## config.mk

```make
export PLATFORM = sky130hd
export DESIGN_NAME = rom_top_256x8
export DESIGN_NICKNAME = d
export VERILOG_FILES = /design/src/rtl/rom_top_256x8.sv
export SDC_FILE = /design/constraint.sdc
export NUM_CORES = 1
export LEC_CHECK = 0
export BUFFER_PORTS_ARGS = -buffer_cell sky130_fd_sc_hd__buf_4
export CAP_MARGIN = 20
export CORE_MARGIN = 1.5
export CORE_UTILIZATION = 45
export DETAILED_ROUTE_END_ITERATION = 8
export PLACE_DENSITY = 0.68
export SETUP_SLACK_MARGIN = 0.1
export SLEW_MARGIN = 25
export SYNTH_ARGS = -nofsm -noshare
export SYNTH_HDL_FRONTEND = slang
export SYNTH_SLANG_ARGS = --single-unit
```

## constraint.sdc

```tcl
create_clock -name iws_clk -period 4.8 [get_ports iws_clk]
set_input_delay 0.72 -clock iws_clk [delete_from_list [all_inputs] [get_ports iws_clk]]
set_output_delay 0.72 -clock iws_clk [all_outputs]
set_load 0.01 [all_outputs]
```

## src/rtl/rom_top_256x8.sv

```systemverilog
// -----------------------------------------------------------------------------
// rom_top_256x8
//
// Purpose:
//   Synchronous 256 x 8 read-only lookup table holding one full period of an
//   unsigned sine wave:
//     rom[a] = floor(127.5 + 127.5*sin(2*pi*a/256) + 0.5)
//   A read happens on every rising clock edge; there is no enable. Every
//   address is valid.
//
// Ports:
//   iws_clk   in   1  system clock, rising edge
//   iws_rst   in   1  synchronous active-high reset; clears every pipeline
//                     register to 8'h00 and discards the address presented
//   iwv_addr  in   8  read address, sampled every rising edge
//   owv_q     out  8  registered read data (direct flop output)
//
// Configuration:
//   ROM_OUTREG_EN  defined   : extra output register, 2-cycle latency
//                  undefined : single register stage, 1-cycle latency
//   Table contents and reset behaviour are the same in both builds.
//
// Stream semantics: no valid/ready; the block accepts one address per cycle
// unconditionally and produces one sample per cycle after the fixed latency.
// -----------------------------------------------------------------------------
module rom_top_256x8 (
    input  logic       iws_clk,
    input  logic       iws_rst,
    input  logic [7:0] iwv_addr,
    output logic [7:0] owv_q
);

    // Only the first quarter (a = 0..64) is stored. The rest is folded:
    //   rom[128 - k] = rom[k]               (sin symmetric about a = 64)
    //   rom[128 + k] = 255 - rom[k], k != 0  (floor of a non-integer negated)
    //   rom[128]     = 128                   (sin is exactly zero there)
    logic [6:0] half_idx;
    logic [6:0] quarter_idx;
    logic [7:0] quarter_val;
    logic [7:0] rom_d;
    logic [7:0] data_q;

    assign half_idx    = iwv_addr[6:0];
    assign quarter_idx = (half_idx > 7'd64) ? (7'd0 - half_idx) : half_idx;

    always_comb begin
        quarter_val = 8'd255;
        case (quarter_idx)
            7'd0:  quarter_val = 8'd128;
            7'd1:  quarter_val = 8'd131;
            7'd2:  quarter_val = 8'd134;
            7'd3:  quarter_val = 8'd137;
            7'd4:  quarter_val = 8'd140;
            7'd5:  quarter_val = 8'd143;
            7'd6:  quarter_val = 8'd146;
            7'd7:  quarter_val = 8'd149;
            7'd8:  quarter_val = 8'd152;
            7'd9:  quarter_val = 8'd155;
            7'd10: quarter_val = 8'd158;
            7'd11: quarter_val = 8'd162;
            7'd12: quarter_val = 8'd165;
            7'd13: quarter_val = 8'd167;
            7'd14: quarter_val = 8'd170;
            7'd15: quarter_val = 8'd173;
            7'd16: quarter_val = 8'd176;
            7'd17: quarter_val = 8'd179;
            7'd18: quarter_val = 8'd182;
            7'd19: quarter_val = 8'd185;
            7'd20: quarter_val = 8'd188;
            7'd21: quarter_val = 8'd190;
            7'd22: quarter_val = 8'd193;
            7'd23: quarter_val = 8'd196;
            7'd24: quarter_val = 8'd198;
            7'd25: quarter_val = 8'd201;
            7'd26: quarter_val = 8'd203;
            7'd27: quarter_val = 8'd206;
            7'd28: quarter_val = 8'd208;
            7'd29: quarter_val = 8'd211;
            7'd30: quarter_val = 8'd213;
            7'd31: quarter_val = 8'd215;
            7'd32: quarter_val = 8'd218;
            7'd33: quarter_val = 8'd220;
            7'd34: quarter_val = 8'd222;
            7'd35: quarter_val = 8'd224;
            7'd36: quarter_val = 8'd226;
            7'd37: quarter_val = 8'd228;
            7'd38: quarter_val = 8'd230;
            7'd39: quarter_val = 8'd232;
            7'd40: quarter_val = 8'd234;
            7'd41: quarter_val = 8'd235;
            7'd42: quarter_val = 8'd237;
            7'd43: quarter_val = 8'd238;
            7'd44: quarter_val = 8'd240;
            7'd45: quarter_val = 8'd241;
            7'd46: quarter_val = 8'd243;
            7'd47: quarter_val = 8'd244;
            7'd48: quarter_val = 8'd245;
            7'd49: quarter_val = 8'd246;
            7'd50: quarter_val = 8'd248;
            7'd51: quarter_val = 8'd249;
            7'd52: quarter_val = 8'd250;
            7'd53: quarter_val = 8'd250;
            7'd54: quarter_val = 8'd251;
            7'd55: quarter_val = 8'd252;
            7'd56: quarter_val = 8'd253;
            7'd57: quarter_val = 8'd253;
            7'd58: quarter_val = 8'd254;
            7'd59: quarter_val = 8'd254;
            7'd60: quarter_val = 8'd254;
            7'd61: quarter_val = 8'd255;
            7'd62: quarter_val = 8'd255;
            7'd63: quarter_val = 8'd255;
            7'd64: quarter_val = 8'd255;
            // 65..127 cannot occur after folding.
            default: quarter_val = 8'd255;
        endcase
    end

    always_comb begin
        rom_d = quarter_val;
        if (iwv_addr[7]) begin
            // 255 - x is a plain bitwise inversion for 8-bit x.
            rom_d = (half_idx == 7'd0) ? 8'd128 : ~quarter_val;
        end
    end

    // Table register: the only stage in the default build.
    always_ff @(posedge iws_clk) begin
        if (iws_rst) begin
            data_q <= 8'h00;
        end else begin
            data_q <= rom_d;
        end
    end

`ifdef ROM_OUTREG_EN
    logic [7:0] out_q;

    // Extra output stage for timing closure; cleared together with data_q so
    // no in-flight sample survives a reset.
    always_ff @(posedge iws_clk) begin
        if (iws_rst) begin
            out_q <= 8'h00;
        end else begin
            out_q <= data_q;
        end
    end

    assign owv_q = out_q;
`else
    assign owv_q = data_q;
`endif

endmodule

```

# Word level (Yosys, flattened, before mapping)
# Memory sizes are Yosys's and may differ from the RTL's.
# Cells that the tools add are included.
# Widths: inputs -> output; s select.
classes:
  eq_ne: 0
  muxes: 3
  div: 0
  n_addsub: 1
  n_reduce_logical: 1
  bitwise_logic: 1
  n_mul: 0
  order_cmp: 1
  shift: 0
op_table:
  columns: ["operator", "n"]
  rows:
  - ["$mux 8", 2]
  - ["$not 8->8", 1]
  - ["$gt 7x7->1 const B", 1]
  - ["$logic_not 7->1", 1]
  - ["$mux 7", 1]
  - ["$sub 1x7->7 const A", 1]
word_totals:
  romBits: 896
  latch_bits: 0
  ramBits: 0
  n_memories: 1
  word_cells: 9
  out_inout_bits: 8
  regBits: 8
memory_table:
  columns: ["name", "words", "width", "read_ports", "rd_ports_with_merged_regs", "write_ports", "line", "source"]
  rows:
  - ["(name not given)", 128, 7, 1, 0, 0, "48", "case (quarter_idx)"]

# Logic depth before layout (Yosys ltp)
# Gate-level depths: netlist of run 1.
# An unclocked memory read counts as a cell.
depth:
  ltp_word: 6
  depth_mapped: 15
  ltp_nobuf: 13

# Least setup slack after synthesis of run 1
# Ideal clock, no wire load.
synth_timing:
  path_kind: "input -> register"
  start: "input iwv_addr[0]"
  end: "register data_q[1], in the netlist owv_q[1]"
  cell_stages: 14
  n_path_buf: 2
  setup_time_ps: 70
  arrival_ps: 3633
  setup_slack_ps: 1097
  cell_sequence: "clkbuf_1 > inv_1 > ha_1 > clkbuf_1 > a21oi_2 > mux2i_4 > ha_1 > nand2b_1 > a21oi_1 > nor3_1 > a2111o_1 > a31oi_1 > or4_1 > a21oi_1"
synth_via:
  elab_chain_len: 6
  word_cells_on_any_way: 8
  cone_classes: "add/sub: 1; order compare: 1; mux: 3; bitwise: 1; reduce/logical: 1; memory: 1"
synth_lines:
  columns: ["element", "line", "source"]
  rows:
  - ["start: declaration", "29", "input logic [7:0] iwv_addr,"]
  - ["$sub 1x7->7 or $gt 7x7->1 (tied branches)", "44", "assign quarter_idx = (half_idx > 7'd64) ? (7'd0 - half_idx) : half_idx;"]
  - ["$mux 7", "44", null]
  - ["$mem_v2 128x7", null, null]
  - ["$not 8->8", "123", "rom_d = (half_idx == 7'd0) ? 8'd128 : ~quarter_val;"]
  - ["$mux 8", "123", null]
  - ["$mux 8 *", "121", "if (iwv_addr[7]) begin"]
  - ["end signal: assignment", "132", "data_q <= rom_d;"]
  - ["end: declaration", "41", "logic [7:0] data_q;"]
# Every way passes the cells marked *; elsewhere a longest branch is shown, timed or not.
# A chain may end at the register's enable or synchronous reset.

# Final worst setup path of run 1
# Ends and elaborated chain as after synthesis.

==> out/qor.csv, run 1 <==
stage;metric;value;unit
run_status;status;complete, no violations;
route;drt total wl;4320;um
pwr;total power divided by cell area;195;nW/um^2
sta;Final min period;3.66;ns
critical_path;Setup crit end kind;flip-flop;
floorplanning;Site Rows;20;
sta;actual slew at the worst max-slew pin;0.658;ns
cts;Hold Buf Count CTS;0;
sta;final worst path period share;0.762;
sta;Final Setup Violations;0;
route;DR pass1 iterations;4;
cts;CTS Sinks;8;
route;Vias/cell;6.57;
placement;IO Port Bufs;17;
sta;worst hold margin;0.684;ns
sta;max-slew violation count;0;
floorplanning;die height;59.7;um
critical_path;Worst Path Max Fanout;14;
global_routing;initial antenna violation count;0;
floorplanning;die area;3560;sq um
logic_synthesis;Mapped Nets;218;
floorplanning;Die Wd;59.7;um
critical_path;CP Launch Type;input pin;
logic_synthesis;Synth async-reset ratio;0;
sta;relative slew slack;0.558;
logic_synthesis;Syn Inst Count;200;
route;DR iter-0 viols;132;
final_layout;nets;227;
final_layout;antenna cell count;0;
placement;post-placement cell area;1580;sq um
route;DR vias;1648;
cts;Root Buffer;clkbuf_4;
pwr;cell leakage power;0.610;nW
critical_path;CP arrival;3.84;ns
final_layout;final instance area;1600;sq um
placement;hpwl dp;3170;um
route;drt wl/cell;17.2;um
logic_synthesis;Main synth FF type;dfxtp_1;
logic_synthesis;syn avg cell area;7.23;sq um
global_routing;total gr overflow;0;
logic_synthesis;number of synthesis warnings;0;
sta;TNS Setup;0;ns
sta;fmax;273;MHz
logic_synthesis;number of flops mapped to enable cells by yosys;0;
floorplanning;Initial Utilization;0.473;
route;antenna-violating nets left;0;
pwr;maximum VDD drop;0.118;mV
global_routing;largest net degree at the start of global routing;27;
cts;clk slew on worst S/H paths;0.05;ns
final_layout;final core utilization;0.523;
final_layout;layout cells sized above 1;0.203;
final_layout;commonest non-fill, non-tap cell in the layout;nand2_1;
placement;GPL Wtd Cong;0.962;
final_layout;most frequent cells in the layout;21 x nand2_1, 20 x buf_4, 13 x a21oi_1;
critical_path;CP cell instances;buf_4 -> inv_1 -> ha_1 -> a21oi_2 -> mux2i_4 -> ha_1 -> nand2b_1 -> a21oi_1 -> nor3_1 -> a2111o_1 -> a31oi_1 -> or4_1 -> a21oi_1;
critical_path;critical path class;in2reg;
logic_synthesis;count of cell types in the netlist;58;
critical_path;Worst EP required;4.98;ns
sta;Final Hold Fails;0;
hold_path;worst hold path class;in2reg;
route;DRC;0;
final_layout;max reg flops;8;
cts;Post-CTS Resized;0;
flow_run;max-cap violations;0;
logic_synthesis;register bit total from synthesis;8;
cts;CTS tree;built;
sta;unrepaired setup endpoints after global routing;false;
critical_path;Max stage delay on crit path;0.53;ns
cts;CTS Buf Count;3;
critical_path;Crit-path slowest cell;or4_1;
global_routing;GR Util All Layers;0.257;
global_routing;global-route wire length before repair;7040;um
floorplanning;boundary pin count;18;
cts;Clock Path Buffers;2;
global_routing;vias in the first global route;1462;
cts;Post-CTS Setup Repair Bufs;0;
logic_synthesis;Netlist Area Pre-Place;1450;sq um
floorplanning;Core Region;3050;sq um
final_layout;Area Overhead vs Synth;10.6;%
logic_synthesis;register area share after synthesis;0.111;
cts;H-tree depth;1;
==> cells by family after synthesis <==
family	after synthesis	synth area share
AO/OA/AOI/OAI	72	0.368
adder cells (fa/ha/maj)	8	0.0693
AND/OR/NAND/NOR	74	0.275
buffers and inverters	27	0.0805
flip-flops	8	0.111
multiplexers	9	0.0840
XOR/XNOR	2	0.0121
==> per-stage QoR <==
stage                     power (W)  instances  setup slack, ns
final                      0.000312        251             1.14
after global placement     0.000255        248             1.10
after detailed placement   0.000258        248            0.943
after CTS                  0.000311        251             1.20
after global routing       0.000335        251            0.926
after floorplan            0.000208        200             1.10
==> worst max-delay path, delay by kind of cell <==
family / cells / cell delay (ns)
AND/OR/NAND/NOR: 3 / 0.84
buffers and inverters: 2 / 0.34
adder cells (fa/ha/maj): 2 / 0.78
multiplexers: 1 / 0.38
AO/OA/AOI/OAI: 5 / 0.76
==> per-layer routing <==
layer | up-vias | wire length [um] | global-route usage
li1 | 778 | - | -
met1 | 782 | 1950 | 0.378
met2 | 82 | 1970 | 0.380
met3 | 6 | 333 | 0.0498
met4 | 0 | 67 | 0.0698
met5 | - | 0 | 0
==> final cells by class <==
class,instances,area [sq um]
inverter,11,41.3
multi-input combinational,165,1170
clock buffer,3,22.5
fill,322,1460
timing repair buffer,20,150
tap,44,55.1
sequential,8,160
==> final timing paths <==
kind   startpoint       end  slack, ns  cells past startpoint
min       iws_rst  owv_q[5]       0.68                      2
max   iwv_addr[0]  owv_q[1]       1.14                     13
==> power breakdown <==
part	total (W)	switching, W	internal (W)
logic	0.000185	0.000109	0.0000763
clock network	0.0000511	0.0000225	0.0000286
registers	0.0000760	0.00000181	0.0000742
==> synth_stat cells, types with 2 or more instances <==
cell type | number | area share
o22ai_1 | 4 | 0.017
a2111o_1 | 3 | 0.023
o31a_1 | 3 | 0.018
a31oi_1 | 7 | 0.030
nor4_1 | 2 | 0.0087
or2_2 | 4 | 0.017
o311ai_0 | 2 | 0.012
and2_1 | 2 | 0.0087
nor3_1 | 5 | 0.017
nand2b_1 | 7 | 0.030
nand2_1 | 21 | 0.055
or4_1 | 2 | 0.010
dfxtp_1 | 8 | 0.11
inv_1 | 10 | 0.026
o21ai_0 | 8 | 0.028
a211oi_1 | 3 | 0.016
o32ai_1 | 2 | 0.012
a21oi_1 | 13 | 0.045
xnor2_1 | 2 | 0.012
buf_2 | 6 | 0.021
nor3b_1 | 2 | 0.010
or3_1 | 2 | 0.0087
nor2_1 | 12 | 0.031
ha_1 | 8 | 0.069
nor2b_1 | 4 | 0.017
a221oi_1 | 3 | 0.018
clkbuf_1 | 9 | 0.023
mux2_2 | 5 | 0.039
mux2i_1 | 2 | 0.014
a32oi_1 | 2 | 0.012
o211ai_1 | 5 | 0.026
nand3_1 | 6 | 0.021
Power figures use the tool's default switching activity.
==> inputs of run 2 (changes only) <==
Clock period 4.8 ns to 3.65 ns, I/O delays scaled along.
==> run 2 against run 1 <==
Compared with the run above: worst setup slack worse by 0.62 ns; largest cell class unchanged; utilization is 1.2 points higher; sequential share of layout area is 0.23 points lower; worst hold slack worse by 0.17 ns; largest power group unchanged; total power is 32% higher; non-clock buffer count is 5 higher; highest routed layer unchanged; count of clock-buffer cells in the layout stayed put.
==> out/qor.csv, run 2 (synthesis results as in run 1) <==
stage;metric;value;unit
run_status;status;complete, no violations;
pwr;clock power share;0.162;
global_routing;global-route wire length before repair;6840;um
cts;Clock Path Buffers;2;
critical_path;CP cell instances;buf_4 -> inv_1 -> ha_1 -> a21oi_2 -> mux2i_4 -> ha_1 -> nand2b_1 -> a21oi_1 -> nor3_1 -> a2111o_1 -> a31oi_1 -> or4_1 -> a21oi_1;
final_layout;nets;232;
global_routing;total gr overflow;0;
cts;Post-CTS Resized;0;
pwr;Combinational Power Share;0.595;
global_routing;met1 Resource Use GR;0.355;
global_routing;vias in the first global route;1438;
cts;H-tree depth;1;
cts;clk slew on worst S/H paths;0.05;ns
critical_path;worst path bufs/invs;2;
floorplanning;Core Region;3050;sq um
pwr;sw power;0.000175;W
sta;max-slew violation count;0;
flow_run;max-cap violations;0;
sta;relative slew slack;0.612;
sta;Final min period;3.13;ns
placement;hpwl dp;3150;um
cts;Post-CTS Setup Repair Bufs;0;
route;drt wl/cell;16.7;um
final_layout;Area Overhead vs Synth;13.2;%
floorplanning;die height;59.7;um
critical_path;Worst Path Max Fanout;13;
route;antenna-violating nets left;0;
sta;TNS Setup;0;ns
final_layout;final core utilization;0.536;
critical_path;Max stage delay on crit path;0.53;ns
route;drt total wl;4280;um
global_routing;GR Util All Layers;0.250;
floorplanning;Die Wd;59.7;um
sta;fmax;320;MHz
route;DR vias;1702;
floorplanning;Site Rows;20;
global_routing;busiest grt layer;met2;
cts;CTS tree;built;
hold_path;worst hold path class;in2reg;
cts;Root Buffer;clkbuf_4;
pwr;internal power;0.000239;W
global_routing;initial antenna violation count;0;
critical_path;CP Launch Type;input pin;
floorplanning;boundary pin count;18;
critical_path;critical path class;in2reg;
final_layout;layout cells sized above 1;0.222;
final_layout;fill cell count;284;
final_layout;most frequent cells in the layout;25 x buf_4, 21 x nand2_1, 13 x a21oi_1;
final_layout;antenna cell count;0;
route;DR pass1 iterations;4;
route;DR iter-0 viols;206;
pwr;switch share;0.422;
route;DRC;0;
sta;final worst path period share;0.856;
floorplanning;die area;3560;sq um
pwr;total power divided by cell area;253;nW/um^2
sta;actual slew at the worst max-slew pin;0.580;ns
global_routing;largest net degree at the start of global routing;27;
critical_path;Worst EP required;3.84;ns
cts;CTS Buf Count;3;
final_layout;commonest non-fill, non-tap cell in the layout;buf_4;
critical_path;crit-path leading delay family;simple AND/OR/NAND/NOR gates;
pwr;maximum VDD drop;0.126;mV
placement;GPL Wtd Cong;0.984;
critical_path;Crit-path slowest cell;or4_1;
sta;Final Setup Violations;0;
pwr;Seq pwr share;0.242;
route;Vias/cell;6.65;
pwr;cell leakage power;0.635;nW
placement;IO Port Bufs;17;
global_routing;GR Util met2;0.379;
global_routing;global-route track usage on met3;0.0390;
floorplanning;Initial Utilization;0.473;
critical_path;Setup crit end kind;flip-flop;
cts;Hold Buf Count CTS;0;
sta;worst hold margin;0.511;ns
critical_path;CP arrival;3.31;ns
cts;CTS Sinks;8;
final_layout;max reg flops;8;
sta;Final Hold Fails;0;
sta;unrepaired setup endpoints after global routing;false;
run 2: path summary, 6_finish.rpt:
| check | from | endpoint | slack [ns] | cells after the start |
|---|---|---|---|---|
| setup / recovery | iwv_addr[0] | owv_q[1] | 0.52 | 13 |
| hold / removal | iws_rst | owv_q[1] | 0.51 | 2 |
run 2: power by group through the flow:
stage          clock (W)  sequential, W  combinational, W
2_1_floorplan          0       0.000107          0.000166
4_1_cts        0.0000694       0.000100          0.000241
6_report       0.0000672       0.000100          0.000246
3_5_place_dp           0       0.000102          0.000241
3_3_place_gp           0       0.000102          0.000238
5_1_grt        0.0000738       0.000101          0.000267
run 2: per-stage QoR:
| step | cell area [sq um] | setup slack [ns] | std cells | power [W] |
|---|---|---|---|---|
| 6_report | 1640 | 0.524 | 256 | 0.000414 |
| 5_1_grt | 1640 | 0.256 | 256 | 0.000442 |
| 4_1_cts | 1640 | 0.512 | 256 | 0.000411 |
| 3_5_place_dp | 1610 | 0.259 | 253 | 0.000343 |
| 3_3_place_gp | 1610 | 0.386 | 253 | 0.000340 |
| 2_1_floorplan | 1450 | 0.120 | 200 | 0.000273 |
run 2: area by class of cell:
cell class,instances,area (sq um),area share
Sequential cell,8,160,0.0979
Multi-Input combinational cell,165,1170,0.715
Tap cell,44,55.1,0.0337
Inverter,11,41.3,0.0252
Clock buffer,3,22.5,0.0138
Timing Repair Buffer,25,188,0.115
run 2: metal layers:
| layer | routed length, um | vias up | share of wire |
|---|---|---|---|
| met1 | 1870 | 806 | 0.44 |
| met4 | 94 | 0 | 0.022 |
| met2 | 1970 | 95 | 0.46 |
| met5 | 0 | - | 0 |
| li1 | - | 789 | - |
| met3 | 348 | 12 | 0.081 |
==> inputs of run 3 (changes only) <==
Settings changed: CORE_UTILIZATION 45 to 50, PLACE_DENSITY 0.68 to 0.74.
==> run 3 against run 2 <==
Compared with the run above: count of clock-buffer cells in the layout is the same; routed wire length is 4.2% higher; via count down 3.5%; first-iteration DRC count shrank 42%; worst hold slack got worse by 0.0046 ns; cell count is 5.5% lower; die area shrank 9.5%; critical path depth did not move; sequential share of layout area up 0.14 points; global-route usage rose by 4.0 points; critical path type unchanged; largest cell class unchanged.
==> out/qor.csv, run 3 (synthesis results as in run 1) <==
stage;metric;value;unit
route;DR pass1 iterations;5;
sta;unrepaired setup endpoints after global routing;false;
final_layout;nets;231;
global_routing;initial antenna violation count;0;
critical_path;Worst Path Max Fanout;13;
sta;max-slew violation count;0;
critical_path;crit-path leading delay family;simple AND/OR/NAND/NOR gates;
final_layout;most frequent cells in the layout;24 x buf_4, 21 x nand2_1, 13 x a21oi_1;
placement;GPL Wtd Cong;1.03;
route;DRC;0;
sta;Final Setup Violations;0;
hold_path;hold endpoint;owv_q[1];
route;DR vias;1643;
run_status;status;complete, no violations;
critical_path;CP arrival;3.41;ns
critical_path;Setup crit end kind;flip-flop;
final_layout;antenna cell count;0;
cts;Post-CTS Resized;0;
global_routing;total gr overflow;0;
floorplanning;Initial Utilization;0.524;
sta;final worst path period share;0.878;
placement;Placed Cells;239;
global_routing;vias in the first global route;1532;
final_layout;layout cells sized above 1;0.218;
floorplanning;Site Rows;19;
final_layout;fill cell count;263;
floorplanning;die area;3220;sq um
cts;clk slew on worst S/H paths;0.05;ns
sta;worst hold margin;0.506;ns
floorplanning;die height;56.8;um
sta;TNS Setup;0;ns
critical_path;Max stage delay on crit path;0.52;ns
placement;hpwl dp;3250;um
route;antenna-violating nets left;0;
route;DR iter-0 viols;120;
floorplanning;Core Region;2760;sq um
hold_path;worst hold path class;in2reg;
cts;CTS tree;built;
route;Vias/cell;6.79;
cts;CTS Buf Count;3;
placement;IO Port Bufs;17;
placement;post-placement cell area;1590;sq um
critical_path;CP cell instances;buf_4 -> inv_1 -> ha_1 -> a21oi_2 -> mux2i_4 -> ha_1 -> nand2b_1 -> a21oi_1 -> nor3_1 -> a2111o_1 -> a31oi_1 -> or4_1 -> a21oi_1;
cts;H-tree depth;1;
route;drt total wl;4460;um
cts;CTS Sinks;8;
final_layout;max reg flops;8;
final_layout;final instance area;1610;sq um
hold_path;WHS Path Cells;2;
cts;Post-CTS Setup Repair Bufs;0;
floorplanning;boundary pin count;18;
pwr;total power divided by cell area;260;nW/um^2
final_layout;Non-Filler Instances;242;
critical_path;worst path bufs/invs;2;
pwr;maximum VDD drop;0.331;mV
route;drt wl/cell;18.4;um
floorplanning;Die Wd;56.8;um
global_routing;GR Util All Layers;0.290;
pwr;cell leakage power;0.630;nW
sta;fmax;312;MHz
critical_path;Crit-path slowest cell;or4_1;
critical_path;Worst EP required;3.85;ns
sta;relative slew slack;0.612;
sta;Final Hold Fails;0;
sta;actual slew at the worst max-slew pin;0.580;ns
critical_path;critical path class;in2reg;
sta;Final min period;3.21;ns
final_layout;Area Overhead vs Synth;11.5;%
final_layout;final core utilization;0.584;
global_routing;global-route wire length before repair;7380;um
hold_path;startpoint of the worst hold path;iws_rst;
critical_path;CP Launch Type;input pin;
global_routing;largest net degree at the start of global routing;27;
critical_path;Crit. path cell count;13;
cts;Clock Path Buffers;2;
final_layout;commonest non-fill, non-tap cell in the layout;buf_4;
cts;Hold Buf Count CTS;0;
flow_run;max-cap violations;0;
cts;Root Buffer;clkbuf_4;
==> run 3: report_power, final <==
part / total, W / switching (W) / internal [W]
Combinational: 0.000248 / 0.000144 / 0.000103
Sequential: 0.000101 / 0.00000298 / 0.0000975
Clock: 0.0000705 / 0.0000327 / 0.0000378
==> run 3: how the worst max path moves through the flow <==
| stage | startpoint | to | slack, ns |
|---|---|---|---|
| 2_1_floorplan | iwv_addr[0] | owv_q[1] | 0.12 |
| 3_3_place_gp | iwv_addr[0] | owv_q[1] | 0.30 |
| 3_5_place_dp | iwv_addr[0] | owv_q[1] | 0.22 |
| 4_1_cts | iwv_addr[0] | owv_q[1] | 0.48 |
| 5_1_grt | iwv_addr[0] | owv_q[4] | 0.23 |
| 6_report | iwv_addr[0] | owv_q[1] | 0.44 |
==> run 3: per-stage QoR <==
| step | power [W] | setup slack, ns |
|---|---|---|
| global placement | 0.000340 | 0.305 |
| detailed placement | 0.000343 | 0.222 |
| CTS | 0.000413 | 0.477 |
| global route | 0.000448 | 0.232 |
| finish | 0.000419 | 0.444 |
| floorplan | 0.000273 | 0.120 |
==> run 3: per-layer routing <==
layer	track usage	wire length, um	up-vias
li1	-	-	787
met1	0.413	2010	773
met2	0.439	2010	71
met3	0.0530	336	12
met4	0.0997	99	0
met5	0	0	-
==> run 3: cell type report <==
cell class | count | area (sq um) | area share
clock buffer | 3 | 22.5 | 0.0140
inverter | 11 | 41.3 | 0.0256
multi-input combinational | 165 | 1170 | 0.725
sequential | 8 | 160 | 0.0994
tap | 31 | 38.8 | 0.0241
timing repair buffer | 24 | 180 | 0.112
